## config.mk

```make
export PLATFORM = sky130hd
export DESIGN_NAME = tdm_demux_4
export DESIGN_NICKNAME = d
export VERILOG_FILES = /design/src/rtl/tdm_demux_4.sv
export SDC_FILE = /design/constraint.sdc
export NUM_CORES = 1
export LEC_CHECK = 0
export ABC_AREA = 1
export BUFFER_PORTS_ARGS = -buffer_cell sky130_fd_sc_hd__buf_2
export CORE_MARGIN = 2
export CORE_UTILIZATION = 42
export CTS_BUF_LIST = sky130_fd_sc_hd__clkbuf_16
export DETAILED_ROUTE_END_ITERATION = 10
export HOLD_SLACK_MARGIN = 0.12
export PLACE_DENSITY_LB_ADDON = 0.05
export SLEW_MARGIN = 20
export SYNTH_ARGS = -nofsm -noshare
export SYNTH_HDL_FRONTEND = slang
export SYNTH_SLANG_ARGS = --single-unit
```

## constraint.sdc

```tcl
create_clock -name clk -period 1 [get_ports clk]
set_input_delay 0.05 -clock clk [delete_from_list [all_inputs] [get_ports clk]]
set_output_delay 0.05 -clock clk [all_outputs]
set_load 0.1 [all_outputs]
```

## src/rtl/tdm_demux_4.sv

```systemverilog
// Receive side of the 4:1 TDM link: aligns on frame_sync and de-interleaves
// successive valid samples into four per-channel registers.
module tdm_demux_4 #(
  parameter int unsigned WIDTH = 1
) (
  input  logic                 clk,
  input  logic                 rst_n,
  input  logic [WIDTH-1:0]     din,
  input  logic                 din_valid,
  input  logic                 frame_sync,
  output logic [4*WIDTH-1:0]   y,
  output logic [3:0]           ch_strobe,
  output logic                 frame_done,
  output logic                 locked,
  output logic                 sync_err,
  output logic [1:0]           slot
);

  localparam int unsigned NUM_CH = 4;

  localparam logic [0:0] HUNT   = 1'b0;
  localparam logic [0:0] LOCKED = 1'b1;

  logic [0:0]         state_q, state_d;
  logic [1:0]         slot_q, slot_d;
  logic [4*WIDTH-1:0] y_q, y_d;
  logic [3:0]         strobe_q, strobe_d;
  logic               frame_done_q, frame_done_d;
  logic               sync_err_q, sync_err_d;

  // State and registered outputs
  always_ff @(posedge clk or negedge rst_n) begin
    if (!rst_n) begin
      state_q      <= HUNT;
      slot_q       <= 2'd0;
      y_q          <= '0;
      strobe_q     <= 4'd0;
      frame_done_q <= 1'b0;
      sync_err_q   <= 1'b0;
    end else begin
      state_q      <= state_d;
      slot_q       <= slot_d;
      y_q          <= y_d;
      strobe_q     <= strobe_d;
      frame_done_q <= frame_done_d;
      sync_err_q   <= sync_err_d;
    end
  end

  // Next state, slot pointer and channel writes
  always_comb begin
    state_d      = state_q;
    slot_d       = slot_q;
    y_d          = y_q;
    strobe_d     = 4'd0;
    frame_done_d = 1'b0;
    sync_err_d   = 1'b0;

    if (din_valid) begin
      case (state_q)
        HUNT: begin
          if (frame_sync) begin
            y_d[0 +: WIDTH] = din;
            strobe_d        = 4'b0001;
            slot_d          = 2'd1;
            state_d         = LOCKED;
          end
        end
        default: begin
          if (frame_sync && (slot_q != 2'd0)) begin
            // Sync seen mid-frame: restart at slot 0, earlier channels keep their values
            y_d[0 +: WIDTH] = din;
            strobe_d        = 4'b0001;
            slot_d          = 2'd1;
            sync_err_d      = 1'b1;
          end else begin
            for (int i = 0; i < int'(NUM_CH); i++) begin
              if (slot_q == 2'(i)) y_d[i*WIDTH +: WIDTH] = din;
            end
            strobe_d     = 4'b0001 << slot_q;
            frame_done_d = (slot_q == 2'd3);
            slot_d       = slot_q + 2'd1;
          end
        end
      endcase
    end
  end

  assign y          = y_q;
  assign ch_strobe  = strobe_q;
  assign frame_done = frame_done_q;
  assign sync_err   = sync_err_q;
  assign locked     = (state_q == LOCKED);
  assign slot       = slot_q;

endmodule

```

==> results of run 1 <==
## placed cells by master, fill, tap and decap left out, drive strengths merged
cell	instances
nand3b	1
dfrtp	12
inv	10
nand3	3
dlygate4sd3	2
clkinv	1
buf	26
o21ai	2
nand4	3
clkbuf	3
nand2	23
ha	4
nor2	1
## critical path: cells and delay by family, from the launching register on
family | cells | cell delay, ps
buffers and inverters | 2 | 130
AND/OR/NAND/NOR | 4 | 270
flip-flops | 1 | 490
adder cells (fa/ha/maj) | 1 | 150
## logic make-up after synthesis
kind of cell               after synthesis  synth area share, %
AOI/OAI and AO/OA                        2                3.197
and+or+nand+nor                         30                24.66
buffers and inverters                   11                8.219
adders and majority gates                4                9.133
DFF                                     12                54.79
## through the flow
stage	power, W	setup WS (ps)	TNS [ps]	instance area, µm²
final	0.003557	-160.3	-1380	1117
after floorplan	0.001936	-300.5	-2502	603.1
after global routing	0.003689	-208.8	-1913	1117
after CTS	0.003559	-142.5	-1142	1110
after global placement	0.002654	-122.7	-863.2	939.7
after detailed placement	0.002694	-154.4	-1103	939.7
## power breakdown
group	leakage [nW]	switching [W]	internal, W	total (W)
clock	0.0385	0.000206	0.000526	0.000732
sequential	0.145	0.000137	0.000627	0.000764
combinational	0.372	0.00131	0.000751	0.00206
## how the worst min path moves through the flow
stage,start,end,depth (start not counted)
finish,din_valid,locked$_DFFE_PN0P_,3
global placement,rst_n,frame_done$_DFF_PN0_,1
floorplan,rst_n,ch_strobe[0]$_DFF_PN0_,0
global route,din_valid,locked$_DFFE_PN0P_,3
detailed placement,rst_n,frame_done$_DFF_PN0_,1
CTS,din_valid,locked$_DFFE_PN0P_,3
## cells in the mapped netlist
master	instances	area [µm²]
inv_1	9	33.78
nand2_1	19	71.32
buf_4	1	7.510
nand4_1	3	18.77
nor2_1	1	3.750
nand3b_1	1	7.510
ha_1	4	50.05
nand2_2	3	18.77
nand3_1	3	15.01
dfrtp_1	12	300.3
inv_2	1	3.750
o21ai_2	2	17.52
## sequential cells by signal, indices dropped and copies added, names as in the netlist
signal,count
frame_done,1
ch_strobe,3
locked,1
sync_err,1
slot,2
y,4
## repair_timing
item,CTS,global route
endpoints found under the setup margin,13,14
pin swaps,3,1
setup buffers,2,1
gates resized for setup,11,1
hold endpoints to repair,14,0
hold buffers,2,0
cloned,1,0
## layout make-up
type                            count  area (µm²)
Timing Repair Buffer               28       379.1
Sequential cell                    12       315.3
Multi-Input combinational cell     37       277.8
Fill cell                          45       135.1
Clock buffer                        3       75.07
Inverter                           10       47.55
Tap cell                           15       18.77
Clock inverter                      1       3.754
## metal layers
metal  wire length, µm  GRT usage [%]  part of all wire, %
met5                 0              0                    0
met4                24          12.93                  1.6
met3                77          6.667                  5.2
met2               760          38.31                   51
met1               623          29.62                   42
==> impl_metrics.csv, run 1 <==
group,metric,value,unit
layout,num_antenna_cells,0,
die,die_outline_area,0.001610,mm²
clock_tree,clk_pin_slew_worst_paths,40,ps
job,max_cap_violations,0,
critical_path,critical_path_peak_fanout,5,
synthesis,synth.ff_latch_count,12,
power_and_ir_drop,p_leak,0.5556,nW
placement,buffer_ports.inserted,17,
global_route,wire_length_of_the_first_global_routing_pass,2421,µm
drt,vias,522,
clock_tree,cts.root.buffer_cell,"clkbuf_16",
clock_tree,worstSkewPairLatency,240,ps
critical_path,r2r_start,"slot[0]$_DFFE_PN0P_",
die,core.rowCount,13,
worst_hold_path,type_of_the_worst_min_delay_path,"in2reg",
critical_path,reg2reg_slack,-160,ps
drt,routed_via_density,4.925,
die,core_region_area,0.001252,mm²
synthesis,synth.yosys.seq_area_share,54.79,%
global_route,grt_antenna_before_repair,0,
clock_tree,clock_tree_from_tritoncts,"yes",
die,horizontal_die_dimension,40.12,µm
clock_tree,clkSinkCount,12,
critical_path,worst_path_max_delay_cell,"dfrtp_4",
clock_tree,clk_path_buf_depth,2,
timing,worst_pin_slew,280.1,ps
placement,placed_cells,96,
global_route,grt.overflow.total,0,
critical_path,max_stage_delay,490,ps
drt,drtPass1Iterations,4,
critical_path,criticalPathCategory,"reg2reg",
placement,place_congestion,0.7673,
timing,post-route-worst-setup-slack,-160.3,ps
layout,synthToLayoutAreaGrowth,103.9,%
die,floorplan.io_pins,18,
synthesis,syn-mean-instance-area,9.289,µm²
critical_path,critPathLaunchType,"flop",
timing,rsz_0062_raised_after_global_routing,"true",
die,floorplan.die.height,40.12,µm
layout,final_nets,101,
critical_path,timing.reg2reg.worst_path_depth,7,
timing,timing.fmax,861.8,MHz
synthesis,synth-warning-count,0,
run_status,violations,"setup timing",
layout,post_route_cells_drive_above_1_share,58.24,%
timing,final_hold_viol_count,0,
layout,post-route-util,89.21,%
critical_path,worst-endpoint-arrival,1290,ps
timing,finalMaxSlewViolations,0,
critical_path,endpoint_type_of_the_worst_setup_path,"flop",
die,initial_core_util,43.76,%
timing,setup-violations-final,13,
critical_path,cp-endpoint,"y[1]$_DFFE_PN0P_",
drt,finalWirelength,1486,µm
timing,timing.final.crit_period,1160,ps
global_route,vias_in_the_first_global_route,532,
synthesis,syn-num-nets,68,
clock_tree,cts_buffers,3,
critical_path,critPathLaunch,"slot[0]$_DFFE_PN0P_",
critical_path,worstPathRequired,1130,ps
timing,clock_skew,1.685,ps
layout,layoutNonFillerInstCount,106,
power_and_ir_drop,power-per-cell-area,3184,mW/mm²
synthesis,synthesis.area,548.0,µm²
critical_path,worst_r2r_endpoint,"y[1]$_DFFE_PN0P_",
timing,timing.max_slew.rel_slack,81.33,%
timing,hold_ws,120.8,ps
timing,timing.final.crit_share,116.0,%
clock_tree,cts_htree_levels,1,
global_route,gr-usage-all-layers,24.21,%
placement,detailed_place_hpwl,926.2,µm
critical_path,timing.critical_path.cells,"inv_4, ha_4, inv_6, nand2_8, nand3_2, nand2_1, nand2_1",
drt,drcViolationCount,0,
global_route,largest_net_degree_at_the_start_of_global_routing,13,
run_status,run_status,"finished, violations left",
critical_path,critical-path-top-cell-by-count,"nand2_1",
drt,post_drt_wl_per_cell,14.02,µm
drt,number_of_antenna_violating_nets_in_the_routed_design,0,
synthesis,synth_cell_types,12,
synthesis,synthesized_instance_count,59,
drt,drtIter0Drc,12,
power_and_ir_drop,irDropWorstVdd,1.893,mV
(Power assumes the default switching activity.)
==> run 2, diff against run 1 <==
--- a/config.mk
+++ b/config.mk
@@ -12,6 +12,7 @@
 export CTS_BUF_LIST = sky130_fd_sc_hd__clkbuf_16
 export DETAILED_ROUTE_END_ITERATION = 10
 export HOLD_SLACK_MARGIN = 0.12
+export MAX_ROUTING_LAYER = met4
 export PLACE_DENSITY_LB_ADDON = 0.05
 export SLEW_MARGIN = 20
 export SYNTH_ARGS = -nofsm -noshare
==> run 2 against run 1 <==
Compared with the run above:
- the run still ends with setup timing left
- flip-flop and latch count is the same
- total power barely moved
- via count up 0.38%
- count of clock-buffer cells in the layout unchanged
- highest routed layer unchanged
==> impl_metrics.csv, run 2 (synthesized netlist as in run 1, its figures left out) <==
group,metric,value,unit
critical_path,timing.reg2reg.worst_path_depth,7,
critical_path,endpoint_type_of_the_worst_setup_path,"flop",
timing,finalMaxSlewViolations,0,
drt,routed_via_density,4.943,
timing,setup-violations-final,13,
clock_tree,worstSkewPairLatency,240,ps
clock_tree,cts_buffers,3,
job,max_cap_violations,0,
layout,largest_register_ffs,4,
drt,drtIter0Drc,12,
die,core.rowCount,13,
timing,worst_pin_slew,280.1,ps
die,floorplan.die.height,40.12,µm
critical_path,critical_path_buf_inv_count,2,
power_and_ir_drop,p_leak,0.5556,nW
placement,place_worst_setup_slack,-154.4,ps
critical_path,critPathLaunchType,"flop",
critical_path,critical-path-top-cell-by-count,"nand2_1",
timing,post-route-worst-setup-slack,-159.8,ps
drt,finalWirelength,1483,µm
timing,final_hold_viol_count,0,
global_route,grt.overflow.total,0,
drt,post_drt_wl_per_cell,13.99,µm
layout,num_antenna_cells,0,
die,die_outline_area,0.001610,mm²
critical_path,timing.critical_path.cells,"inv_4, ha_4, inv_6, nand2_8, nand3_2, nand2_1, nand2_1",
die,core_region_area,0.001252,mm²
critical_path,critical_path_peak_fanout,5,
worst_hold_path,worstHoldPathCells,3,
global_route,wire_length_of_the_first_global_routing_pass,2415,µm
layout,final_nets,101,
timing,rsz_0062_raised_after_global_routing,"true",
critical_path,critical_path_depth,7,
run_status,run_status,"finished, violations left",
worst_hold_path,type_of_the_worst_min_delay_path,"in2reg",
drt,number_of_antenna_violating_nets_in_the_routed_design,0,
layout,synthToLayoutAreaGrowth,103.9,%
drt,drcViolationCount,0,
placement,detailed_place_hpwl,926.2,µm
power_and_ir_drop,power-per-cell-area,3181,mW/mm²
global_route,grt_antenna_before_repair,0,
timing,hold_ws,122.6,ps
global_route,largest_net_degree_at_the_start_of_global_routing,13,
critical_path,critical_path.top_delay_family,"flip-flops",
die,horizontal_die_dimension,40.12,µm
clock_tree,cts_htree_levels,1,
global_route,vias_in_the_first_global_route,532,
layout,post_route_cells_drive_above_1_share,58.24,%
layout,mostFrequentLayoutCell,"nand2_1",
critical_path,worst_path_max_delay_cell,"dfrtp_4",
clock_tree,clock_tree_from_tritoncts,"yes",
timing,timing.max_slew.rel_slack,81.33,%
clock_tree,clk_path_buf_depth,2,
placement,place_congestion,0.7775,
placement,buffer_ports.inserted,17,
timing,timing.final.crit_share,116.0,%
timing,timing.fmax,862.2,MHz
clock_tree,clkSinkCount,12,
critical_path,worstPathRequired,1130,ps
timing,timing.final.crit_period,1160,ps
timing,setup-tns-final,-1372,ps
critical_path,worst-endpoint-arrival,1290,ps
layout,mostFrequentLayoutCells,"nand2_1, buf_12, dfrtp_1, buf_4, inv_1",
critical_path,max_stage_delay,490,ps
drt,drtPass1Iterations,4,
die,initial_core_util,43.76,%
global_route,gr-usage-all-layers,24.91,%
drt,vias,524,
timing,clock_skew,1.553,ps
run_status,violations,"setup timing",
critical_path,criticalPathCategory,"reg2reg",
die,floorplan.io_pins,18,
power_and_ir_drop,irDropWorstVdd,1.893,mV
clock_tree,clk_pin_slew_worst_paths,40,ps
clock_tree,cts.root.buffer_cell,"clkbuf_16",
run 2: cell counts in the layout (fill, tap and decap cells not counted):
Identical to the previous run, type by type.
run 2: worst reg2reg max path: cells and delay by family, from the launching register on:
| family | cells | cell delay [ps] |
|---|---|---|
| buffers and inverters | 2 | 140 |
| and+or+nand+nor | 4 | 270 |
| adders and majority gates | 1 | 150 |
| DFF | 1 | 490 |
run 2: through the flow:
step / cell area (µm²) / cells / power [W] / util (%)
after floorplan: 603.1 / 59 / 0.001936 / -
after global placement: 939.7 / 96 / 0.002654 / 75.02
after detailed placement: 939.7 / 96 / 0.002694 / 75.02
after CTS: 1110 / 105 / 0.003559 / 88.61
after global routing: 1117 / 106 / 0.003689 / 89.21
final: 1117 / 106 / 0.003554 / 89.21
run 2: where the power goes:
part	internal [W]	total (W)	switching, W
Sequential	0.000627	0.000764	0.000137
Combinational	0.000750	0.00206	0.00131
Clock	0.000526	0.000730	0.000205
run 2: area by class of cell:
type                            count  area [µm²]
Sequential cell                    12       315.3
Inverter                           10       47.55
Fill cell                          45       135.1
Timing Repair Buffer               28       379.1
Multi-Input combinational cell     37       277.8
Clock inverter                      1       3.754
Clock buffer                        3       75.07
Tap cell                           15       18.77
run 2: path summary, 6_finish.rpt:
kind,startpoint,to,slack [ps]
max reg2reg,slot[0]$_DFFE_PN0P_,y[1]$_DFFE_PN0P_,-160
max in group asynchronous,rst_n,locked$_DFFE_PN0P_,530
min,din_valid,locked$_DFFE_PN0P_,120
max,slot[0]$_DFFE_PN0P_,y[1]$_DFFE_PN0P_,-160
min reg2reg,y[0]$_DFFE_PN0P_,y[0]$_DFFE_PN0P_,540
min in group asynchronous,rst_n,y[3]$_DFFE_PN0P_,230
run 2: what timing repair did:
| action | CTS | global route |
|---|---|---|
| buffers inserted | 2 | 1 |
| pin swaps | 3 | 1 |
| gates resized for setup | 11 | 1 |
| hold buffers | 2 | 0 |
| gates cloned | 1 | 0 |
| endpoints found under the setup margin | 13 | 14 |
| hold endpoints to repair | 14 | 0 |
run 2: metal layers:
layer	global-route usage, %	routed length, µm	vias up
met3	6.667	87	5
met5	-	0	-
li1	-	-	246
met2	38.31	761	25
met1	29.62	604	248
met4	12.93	29	0
==> run 3, diff against run 2 <==
--- a/config.mk
+++ b/config.mk
@@ -8,12 +8,13 @@
 export ABC_AREA = 1
 export BUFFER_PORTS_ARGS = -buffer_cell sky130_fd_sc_hd__buf_2
 export CORE_MARGIN = 2
-export CORE_UTILIZATION = 42
+export CORE_UTILIZATION = 40
 export CTS_BUF_LIST = sky130_fd_sc_hd__clkbuf_16
 export DETAILED_ROUTE_END_ITERATION = 10
 export HOLD_SLACK_MARGIN = 0.12
 export MAX_ROUTING_LAYER = met4
 export PLACE_DENSITY_LB_ADDON = 0.05
+export RECOVER_POWER = 50
 export SLEW_MARGIN = 20
 export SYNTH_ARGS = -nofsm -noshare
 export SYNTH_HDL_FRONTEND = slang
==> run 3 against run 2 <==
Compared with the run above:
- the run still ends with setup timing left
- wire length up 26%
- cell area grew 6.2%
- critical path depth stayed put
- sequential share of layout area shrank 1.6 points
- hold slack improved by 23 ps
- clock power up 0.8%
- via count grew 6.7%
- first-iteration DRC count increased to 3.2 times the previous value
- utilization up 3.1 points
- fmax down 2.4%
- largest power group unchanged
==> impl_metrics.csv, run 3 (synthesized netlist as in run 1, its figures left out) <==
group,metric,value,unit
drt,vias,559,
critical_path,reg2reg_slack,-190,ps
critical_path,timing.critical_path.cells,"inv_4, ha_4, inv_6, nand2_8, nand3_2, nand2_2, nand2_1",
placement,place_congestion,0.7813,
clock_tree,clkSinkCount,12,
clock_tree,clk_path_buf_depth,2,
job,max_cap_violations,0,
critical_path,critical_path_peak_fanout,5,
drt,routed_via_density,5.176,
critical_path,timing.reg2reg.worst_path_depth,7,
layout,layout.filler_cells,40,
timing,timing.final.crit_share,118.9,%
clock_tree,clk_pin_slew_worst_paths,50,ps
placement,place_worst_setup_slack,-159.4,ps
die,core_region_area,0.001285,mm²
drt,number_of_antenna_violating_nets_in_the_routed_design,0,
timing,timing.final.crit_period,1189,ps
layout,post_layout_instance_area,0.001186,mm²
die,floorplan.die.height,41.02,µm
power_and_ir_drop,total_power,0.003729,W
die,floorplan.io_pins,18,
drt,drtPass1Iterations,4,
critical_path,worstPathRequired,1120,ps
timing,rsz_0062_raised_after_global_routing,"true",
timing,timing.fmax,841.3,MHz
timing,post-route-worst-setup-slack,-188.7,ps
layout,mostFrequentLayoutCells,"nand2_1, buf_12, dfrtp_1, nand2_2",
worst_hold_path,hold_path_startpoint,"din_valid",
die,die_outline_area,0.001682,mm²
worst_hold_path,type_of_the_worst_min_delay_path,"in2reg",
placement,buffer_ports.inserted,17,
layout,layout.area.seq,315.3,µm²
placement,placed_cells,94,
power_and_ir_drop,power-per-cell-area,3143,mW/mm²
critical_path,critPathLaunchType,"flop",
timing,clock_skew,6.367,ps
global_route,gr-usage-all-layers,27.92,%
drt,finalWirelength,1864,µm
global_route,vias_in_the_first_global_route,603,
global_route,grt_antenna_before_repair,0,
critical_path,max_stage_delay,500,ps
global_route,grt.overflow.total,0,
timing,finalMaxSlewViolations,0,
layout,post_route_cells_drive_above_1_share,59.14,%
layout,footprint_of_the_multi_input_gates,327.8,µm²
placement,detailed_place_hpwl,841.6,µm
timing,final_hold_viol_count,0,
layout,synthToLayoutAreaGrowth,116.4,%
clock_tree,worstSkewPairLatency,240,ps
critical_path,worst_path_max_delay_cell,"dfrtp_4",
global_route,wire_length_of_the_first_global_routing_pass,2808,µm
timing,setup-violations-final,14,
critical_path,endpoint_type_of_the_worst_setup_path,"flop",
die,core.rowCount,13,
drt,drtIter0Drc,38,
layout,layoutNonFillerInstCount,108,
critical_path,worst-endpoint-arrival,1310,ps
run_status,run_status,"finished, violations left",
clock_tree,cts_htree_levels,1,
critical_path,criticalPathCategory,"reg2reg",
global_route,largest_net_degree_at_the_start_of_global_routing,13,
critical_path,r2r_start,"slot[0]$_DFFE_PN0P_",
timing,worst_pin_slew,668.9,ps
clock_tree,cts.root.buffer_cell,"clkbuf_16",
critical_path,worst_r2r_endpoint,"y[2]$_DFFE_PN0P_",
die,initial_core_util,42.65,%
run_status,violations,"setup timing",
die,horizontal_die_dimension,41.02,µm
timing,timing.max_slew.rel_slack,55.41,%
placement,place_area,924.6,µm²
worst_hold_path,hold_path_end,"sync_err$_DFF_PN0_",
worst_hold_path,worstHoldPathCells,3,
layout,largest_register_ffs,4,
clock_tree,cts_buffers,3,
timing,hold_ws,145.3,ps
clock_tree,clock_tree_from_tritoncts,"yes",
layout,mostFrequentLayoutCell,"nand2_1",
power_and_ir_drop,irDropWorstVdd,2.252,mV
drt,post_drt_wl_per_cell,17.26,µm
layout,final_nets,103,
layout,num_antenna_cells,0,
power_and_ir_drop,p_leak,0.5665,nW
drt,drcViolationCount,0,
-- run 3: final cells by class --
cell class              count  share of cell area [%]
clock inverters             1                  0.3165
inverters                  10                   4.008
multi-input cells          37                   27.64
flip-flops and latches     12                   26.58
clock buffers               3                   6.329
repair buffers             30                   33.54
well taps                  15                   1.582
-- run 3: routing by layer --
| layer | wire length, µm | vias to the layer above | global-route usage [%] | part of all wire, % |
|---|---|---|---|---|
| li1 | - | 252 | - | - |
| met1 | 763 | 275 | 32.77 | 41 |
| met2 | 968 | 26 | 41.80 | 52 |
| met3 | 85 | 6 | 4.348 | 4.6 |
| met4 | 47 | 0 | 22.50 | 2.5 |
| met5 | 0 | - | - | 0 |
-- run 3: power breakdown --
group / internal [W] / leakage (nW) / switching (W)
combinational: 0.000821 / 0.383 / 0.00139
sequential: 0.000627 / 0.145 / 0.000150
clock: 0.000527 / 0.0385 / 0.000210
-- run 3: how the worst max path moves through the flow --
stage | from | end
finish | slot[0]$_DFFE_PN0P_ | y[2]$_DFFE_PN0P_
global route | slot[0]$_DFFE_PN0P_ | y[2]$_DFFE_PN0P_
CTS | slot[0]$_DFFE_PN0P_ | y[2]$_DFFE_PN0P_
detailed placement | slot[0]$_DFFE_PN0P_ | y[1]$_DFFE_PN0P_
global placement | slot[0]$_DFFE_PN0P_ | y[1]$_DFFE_PN0P_
floorplan | slot[1]$_DFFE_PN0P_ | y[1]$_DFFE_PN0P_
-- run 3: per-stage QoR --
stage	util [%]	TNS, ps
after floorplan	-	-2502
after global placement	71.96	-771.5
after detailed placement	71.96	-938.9
after CTS	91.04	-1091
after global routing	92.31	-1977
final	92.31	-1545
-- run 3: what timing repair did --
item / 4_1_cts / 5_1_grt
pin swaps: 3 / 1
endpoints found under the hold margin: 14 / 0
setup endpoints to repair: 13 / 14
buffers inserted: 5 / 0
hold buffers: 4 / 0
gates cloned: 1 / 0
resized for setup: 14 / 6
-- run 3: critical path, delay by kind of cell (launching register included) --
family / cells / cell delay, ps
adder cells (fa/ha/maj): 1 / 150
buffers and inverters: 2 / 130
flip-flops: 1 / 500
AND/OR/NAND/NOR: 4 / 300
